===== src/rtl/rom_header_reader.sv =====
`default_nettype none
// ============================================================================
//  Module      : rom_header_reader
//  Description : Post-load SNES header probe. On a start pulse, reads the
//                LoROM / HiROM / ExHiROM header windows through a 16-bit read
//                port, scores each candidate and reports the map type
//                (0=LoROM, 1=HiROM, 2=ExHiROM).
//                Optional feature macro: READ_TIMEOUT_EN (ack watchdog).
//  Revision    : 1.0 - initial release
// ============================================================================
module rom_header_reader #(
  parameter int ADDR_W         = 25,
  parameter int TIMEOUT_CYCLES = 1023
) (
  input  logic              clk_74a,
  input  logic              reset_n,
  input  logic              start,
  input  logic [31:0]       rom_file_size,
  output logic              rd_req,
  output logic [ADDR_W-1:0] rd_addr,
  input  logic              rd_ack,
  input  logic [15:0]       rd_data,
  output logic              busy,
  output logic              done,
  output logic [2:0]        parsed_rom_type,
  output logic [7:0]        lorom_score,
  output logic [7:0]        hirom_score,
  output logic [7:0]        exhirom_score
);

  typedef enum logic [2:0] {
    S_IDLE   = 3'd0,
    S_REQ    = 3'd1,
    S_WAIT   = 3'd2,
    S_SCORE  = 3'd3,
    S_DECIDE = 3'd4
  } state_t;

  state_t            r_state;
  state_t            w_state_nxt;
  logic [1:0]        r_cand;
  logic [2:0]        r_word;
  logic [31:0]       r_size;
  logic              r_off;
  logic              r_rd_req;
  logic [ADDR_W-1:0] r_rd_addr;
  logic              r_done;
  logic [2:0]        r_type;
  logic [7:0]        r_lo, r_hi, r_ex;
  logic [7:0]        r_map, r_htype, r_hsize, r_sram, r_region, r_devid;
  logic [15:0]       r_cmpl, r_csum;

  logic              w_timeout;
  logic [31:0]       w_size_src;
  logic              w_off_src;
  logic [2:0]        w_from;
  logic              w_pick_ok;
  logic [1:0]        w_pick_cand;
  logic [15:0]       w_sum;
  logic [7:0]        w_sub;
  logic [7:0]        w_score;

  // Header window base address for a candidate, shifted past a copier header.
  function automatic logic [31:0] f_base(input logic [1:0] cand, input logic off);
    logic [31:0] b;
    case (cand)
      2'd0:    b = 32'h0000_7FD4;
      2'd1:    b = 32'h0000_FFD4;
      default: b = 32'h0040_FFD4;
    endcase
    return b + (off ? 32'h0000_0200 : 32'h0000_0000);
  endfunction

  // Pick the next candidate whose header window lies inside the file; windows
  // that do not fit are skipped without spending any cycles.
  always_comb begin
    w_size_src  = (r_state == S_IDLE) ? rom_file_size    : r_size;
    w_off_src   = (r_state == S_IDLE) ? rom_file_size[9] : r_off;
    w_from      = (r_state == S_IDLE) ? 3'd0 : ({1'b0, r_cand} + 3'd1);
    w_pick_ok   = 1'b0;
    w_pick_cand = 2'd0;
    for (int i = 2; i >= 0; i--) begin
      if ((3'(i) >= w_from) &&
          ((f_base(2'(i), w_off_src) + 32'h0000_000C) <= w_size_src)) begin
        w_pick_ok   = 1'b1;
        w_pick_cand = 2'(i);
      end
    end
  end

  // Score the fields captured for the current candidate.
  always_comb begin
    w_sum = r_csum + r_cmpl;
    w_sub = 8'd0;
    if ((r_csum != 16'h0) && (r_cmpl != 16'h0) && (w_sum == 16'hFFFF)) w_sub = w_sub + 8'd4;
    if (r_devid == 8'h33) w_sub = w_sub + 8'd2;
    if (r_htype  < 8'd8)  w_sub = w_sub + 8'd1;
    if (r_hsize  < 8'd16) w_sub = w_sub + 8'd1;
    if (r_sram   < 8'd8)  w_sub = w_sub + 8'd1;
    if (r_region < 8'd14) w_sub = w_sub + 8'd1;
    case (r_cand)
      2'd0:    if ((r_map == 8'h20) || (r_map == 8'h22)) w_sub = w_sub + 8'd2;
      2'd1:    if (r_map == 8'h21) w_sub = w_sub + 8'd2;
      default: if ((r_map == 8'h25) || (r_map == 8'h35)) w_sub = w_sub + 8'd2;
    endcase
    w_score = w_sub;
    if ((r_cand == 2'd2) && (w_sub != 8'd0)) w_score = w_sub + 8'd4;
  end

`ifdef READ_TIMEOUT_EN
  logic [9:0] r_to_cnt;

  // Ack watchdog: restarts on every request, counts while waiting.
  always_ff @(posedge clk_74a or negedge reset_n) begin
    if (!reset_n) begin
      r_to_cnt <= 10'd0;
    end else if (r_state == S_REQ) begin
      r_to_cnt <= 10'd0;
    end else if ((r_state == S_WAIT) && !rd_ack) begin
      r_to_cnt <= r_to_cnt + 10'd1;
    end
  end

  assign w_timeout = (r_state == S_WAIT) && !rd_ack && (r_to_cnt == 10'(TIMEOUT_CYCLES));
`else
  assign w_timeout = 1'b0;
`endif

  // FSM state register.
  always_ff @(posedge clk_74a or negedge reset_n) begin
    if (!reset_n) r_state <= S_IDLE;
    else          r_state <= w_state_nxt;
  end

  // FSM next-state logic.
  always_comb begin
    w_state_nxt = r_state;
    case (r_state)
      S_IDLE:   if (start) w_state_nxt = w_pick_ok ? S_REQ : S_DECIDE;
      S_REQ:    w_state_nxt = S_WAIT;
      S_WAIT: begin
        if (rd_ack)         w_state_nxt = (r_word == 3'd5) ? S_SCORE : S_REQ;
        else if (w_timeout) w_state_nxt = w_pick_ok ? S_REQ : S_DECIDE;
      end
      S_SCORE:  w_state_nxt = w_pick_ok ? S_REQ : S_DECIDE;
      S_DECIDE: w_state_nxt = S_IDLE;
      default:  w_state_nxt = S_IDLE;
    endcase
  end

  // Datapath: read port, field capture, per-candidate scores and the verdict.
  always_ff @(posedge clk_74a or negedge reset_n) begin
    if (!reset_n) begin
      r_cand    <= 2'd0;
      r_word    <= 3'd0;
      r_size    <= 32'd0;
      r_off     <= 1'b0;
      r_rd_req  <= 1'b0;
      r_rd_addr <= '0;
      r_done    <= 1'b0;
      r_type    <= 3'd0;
      r_lo      <= 8'd0;
      r_hi      <= 8'd0;
      r_ex      <= 8'd0;
      r_map     <= 8'd0;
      r_htype   <= 8'd0;
      r_hsize   <= 8'd0;
      r_sram    <= 8'd0;
      r_region  <= 8'd0;
      r_devid   <= 8'd0;
      r_cmpl    <= 16'd0;
      r_csum    <= 16'd0;
    end else begin
      r_done <= 1'b0;
      case (r_state)
        S_IDLE: begin
          if (start) begin
            r_size <= rom_file_size;
            r_off  <= rom_file_size[9];
            r_cand <= w_pick_cand;
            r_word <= 3'd0;
            r_lo   <= 8'd0;
            r_hi   <= 8'd0;
            r_ex   <= 8'd0;
          end
        end
        S_REQ: begin
          r_rd_req  <= 1'b1;
          r_rd_addr <= ADDR_W'(f_base(r_cand, r_off) + {28'd0, r_word, 1'b0});
        end
        S_WAIT: begin
          if (rd_ack) begin
            r_rd_req <= 1'b0;
            case (r_word)
              3'd0: r_map <= rd_data[15:8];
              3'd1: begin r_htype <= rd_data[7:0]; r_hsize  <= rd_data[15:8]; end
              3'd2: begin r_sram  <= rd_data[7:0]; r_region <= rd_data[15:8]; end
              3'd3: r_devid <= rd_data[7:0];
              3'd4: r_cmpl  <= rd_data;
              default: r_csum <= rd_data;
            endcase
            if (r_word != 3'd5) r_word <= r_word + 3'd1;
          end else if (w_timeout) begin
            // Abandoned candidate keeps the zero score it was cleared to.
            r_rd_req <= 1'b0;
            r_cand   <= w_pick_cand;
            r_word   <= 3'd0;
          end
        end
        S_SCORE: begin
          case (r_cand)
            2'd0:    r_lo <= w_score;
            2'd1:    r_hi <= w_score;
            default: r_ex <= w_score;
          endcase
          r_cand <= w_pick_cand;
          r_word <= 3'd0;
        end
        S_DECIDE: begin
          if ((r_lo >= r_hi) && (r_lo >= r_ex)) r_type <= 3'd0;
          else if (r_hi >= r_ex)                r_type <= 3'd1;
          else if (r_ex != 8'd0)                r_type <= 3'd2;
          else                                  r_type <= 3'd0;
          r_done <= 1'b1;
        end
        default: ;
      endcase
    end
  end

  assign rd_req          = r_rd_req;
  assign rd_addr         = r_rd_addr;
  assign busy            = (r_state != S_IDLE);
  assign done            = r_done;
  assign parsed_rom_type = r_type;
  assign lorom_score     = r_lo;
  assign hirom_score     = r_hi;
  assign exhirom_score   = r_ex;

endmodule
`default_nettype wire


===== config.mk =====
export PLATFORM = sky130hd
export DESIGN_NAME = rom_header_reader
export DESIGN_NICKNAME = d
export VERILOG_FILES = /design/src/rtl/rom_header_reader.sv
export SDC_FILE = /design/constraint.sdc
export NUM_CORES = 1
export LEC_CHECK = 0
export CORE_ASPECT_RATIO = 0.9
export CORE_UTILIZATION = 56
export DETAILED_ROUTE_END_ITERATION = 10
export PLACE_DENSITY = 0.81
export SLEW_MARGIN = 0
export SYNTH_ARGS = -nofsm -noshare
export SYNTH_HDL_FRONTEND = slang
export SYNTH_SLANG_ARGS = --single-unit

===== constraint.sdc =====
create_clock -name clk_74a -period 7.16 [get_ports clk_74a]
set_clock_uncertainty 0.2 [all_clocks]
set_input_delay 1.432 -clock clk_74a [delete_from_list [all_inputs] [get_ports clk_74a]]
set_output_delay 1.432 -clock clk_74a [all_outputs]
set_load 0.05 [all_outputs]

==> flow_summary.yaml <==
route:
  drc: 0
  totalWireLength_um: 18200
  ant_nets: 0
  drt_iter0_markers: 405
  vias_per_cell: 5.827
  via_count: 6322
  drtPass1Iterations: 5
  post_drt_wl_per_cell_um: 16.78
sta:
  min_period_over_period_pct: 81.86
  hold_violations: 0
  final-setup-viol-count: 0
  whs_ns: 0.2831
  worst_slew_pin_slew_ns: 0.9520
  maxSlewViolCount: 0
  setup-tns-final_ns: 0
  relSlewSlack_pct: 36.46
  setup_ws_ns: 1.299
  fmax_ghz: 0.1706
  rsz0062_at_grt: "false"
  layout_min_cycle_time_ns: 5.861
global_routing:
  grt_pass1_vias: 6000
  overflow: 0
  track_usage_pct: 25.70
  antenna_found_initial: 0
  grt_pass1_wl_um: 29750
  grt_start_max_net_pins: 74
layout:
  most-common-layout-cells: "dfrtp_1 (136), mux2_2 (93), nand2_1 (86)"
  drive_gt1_share_pct: 17.38
  area_growth_syn_to_layout_pct: 19.51
  instances_no_fill: 1085
  final_util_pct: 68.89
  fin_nets: 994
  diodes: 0
  final_common_cell: "dfrtp_1"
critical_path:
  crit_slowest_cell: "or4_4"
  critPathMostFrequentCell: "ha_1"
  end_kind: "flip-flop"
  ff2ff_setup_slack_ns: 1.30
  path_class: "flip-flop to flip-flop"
  reg2reg_to: "hirom_score[4]"
  required_ns: 7.28
  path_delay_family: "simple AND/OR/NAND/NOR gates"
  critPathMaxStageDelay_ns: 0.55
  r2r_cells: 24
  start_kind: "flip-flop"
  reg2reg_from: "r_htype[6]"
  critPathMaxFanout: 6
  cp_num_buf_inv: 1
  path_cells: "or4_4 -> nor2_1 -> ha_1 -> nand2_2 -> nand2_1 -> ha_1 -> nor3_1 -> a31oi_1 -> ha_1 -> nand3_1 -> xor2_1 -> a31oi_1 -> or2_2 -> ha_1 -> a22o_1 -> inv_1 -> ha_1 -> nand2_1 -> nor3_1 -> o21ai_0 -> a211oi_1 -> a21oi_1 -> xor2_1 -> o31ai_1"
  arrival_ns: 5.98
min_path:
  min_to: "rd_addr[3]"
  hold_path_class: "flip-flop to flip-flop"
  min-delay-start: "rd_addr[3]"
  min_path_cells: 2
logic_synthesis:
  synth_cells: 794
  ys.flop_type: "dfrtp_1"
  async_reset_ff_share_pct: 100.0
  ys_ff_latch: 136
  synth-edff-count: 0
  synth_warnings: 0
  syn_area_um2: 8132
  ys_seq_area_share_pct: 41.85
  synth_area_per_cell_um2: 10.24
  synth_cell_type_count: 69
placed_design:
  gp_congestion: 0.9348
  io_buffers: 86
  dp_slack_ns: 1.491
  place_inst: 1053
  dp_hpwl_um: 13430
power_and_ir_drop:
  vdd_drop_max_mv: 0.3624
  p_leak_nw: 4.323
  power_density_nw_per_um2: 432.8
cts:
  cts-buffers-inserted: 17
  cts_setup_buffers: 0
  cts.sinks: 136
  worst_setup_hold_path_clk_slew_ns: 0.06
  clockBufferDepth: 2
  worst_skew_pair.late_latency_ns: 0.43
  cts_max_level: 4
  cts_resized: 0
  cts_tree: "done"
  root_buffer: "clkbuf_16"
  cts_hold_buf: 0
die:
  core_area_um2: 14110
  start_util_pct: 57.64
  io-pin-count: 107
  rows: 41
  dieArea_um2: 15010
  die_w_um: 129.0
  die_h_um: 116.3
run_status:
  status: "finished, final reports clean"
job:
  drv_cap: 0
-- synthesized netlist by cell type (4+ instances only) --
cell	number	area, µm²
and4_1	4	35.03
o21bai_1	4	30.03
nand3_1	15	75.07
o21ai_1	4	20.02
mux2_2	93	1047
nand4_1	8	50.05
buf_4	16	120.1
nand2_1	86	322.8
nand2b_1	17	106.4
mux2i_1	11	110.1
o21a_1	6	45.04
inv_1	36	135.1
o31ai_1	13	97.59
nor4_1	17	106.4
xor2_1	5	43.79
nor2b_1	7	43.79
nor3_1	19	95.09
and2_1	6	37.54
xnor2_1	8	70.07
a21oi_1	40	200.2
ha_1	62	775.7
a211oi_1	5	37.54
o21ai_0	46	230.2
or2_2	7	43.79
clkbuf_1	14	52.55
a31oi_1	7	43.79
a21o_1	10	75.07
nor2_1	26	97.59
dfrtp_1	136	3403
-- metal layers --
layer	wire [µm]	share of wire, %	track usage, %
met1	8801	48	37.31
met3	920	5.1	4.489
met2	8162	45	38.95
met5	0	0	0
met4	318	1.7	9.020
-- metrics by stage --
step	instance area (µm²)	total power, mW
6_report	9718	4.206
5_1_grt	9718	4.518
4_1_cts	9718	4.204
3_5_place_dp	9129	3.306
3_3_place_gp	9129	3.239
2_1_floorplan	8162	2.782
-- tightest hold or removal path, delay by kind of cell (launching register included) --
family / cells / cell delay, ns
and+or+nand+nor: 2 / 0.11
DFF: 1 / 0.35
-- layout make-up --
type	instances	area, µm²
multi-input combinational	596	4442
fill	1054	4389
sequential	136	3403
timing repair buffer	92	907.1
clock buffer	18	429.2
tap	193	241.5
clock inverter	14	160.2
inverter	36	135.1
-- registers in the layout, indices dropped and copies added (netlist names), 4 cells and up --
register       flops
r_size            21
r_cmpl            16
r_csum            16
rd_addr           10
exhirom_score      8
hirom_score        8
lorom_score        8
r_devid            8
r_map              8
r_region           7
r_htype            5
r_sram             5
r_hsize            4
-- worst max path at each step --
| stage | slack (ns) | cells after the start | endpoint | startpoint |
|---|---|---|---|---|
| global placement | 1.66 | 24 | hirom_score[4] | r_htype[6] |
| finish | 1.30 | 24 | hirom_score[4] | r_htype[6] |
| detailed placement | 1.49 | 24 | lorom_score[4] | r_htype[6] |
| CTS | 1.46 | 24 | lorom_score[4] | r_htype[6] |
| floorplan | 2.09 | 24 | exhirom_score[4] | r_htype[6] |
| global route | 0.90 | 24 | hirom_score[4] | r_htype[6] |
-- report_power, final --
part | internal, mW | leakage (nW) | switching (mW) | total (mW)
clock network | 0.521 | 0.281 | 0.353 | 0.874
logic | 0.884 | 2.27 | 1.25 | 2.13
registers | 1.01 | 1.77 | 0.195 | 1.20
total | 2.41 | 4.32 | 1.80 | 4.21
-- logic make-up after synthesis --
family | after synthesis | share of synthesized area (%)
mux | 104 | 14.23
buf+inv | 70 | 3.985
fa+ha+maj | 64 | 9.909
xor+xnor | 13 | 1.400
compound gates | 159 | 12.13
simple gates | 247 | 16.45
other cells | 1 | 0.04612
flops | 136 | 41.85
(Power assumes the default switching activity.)
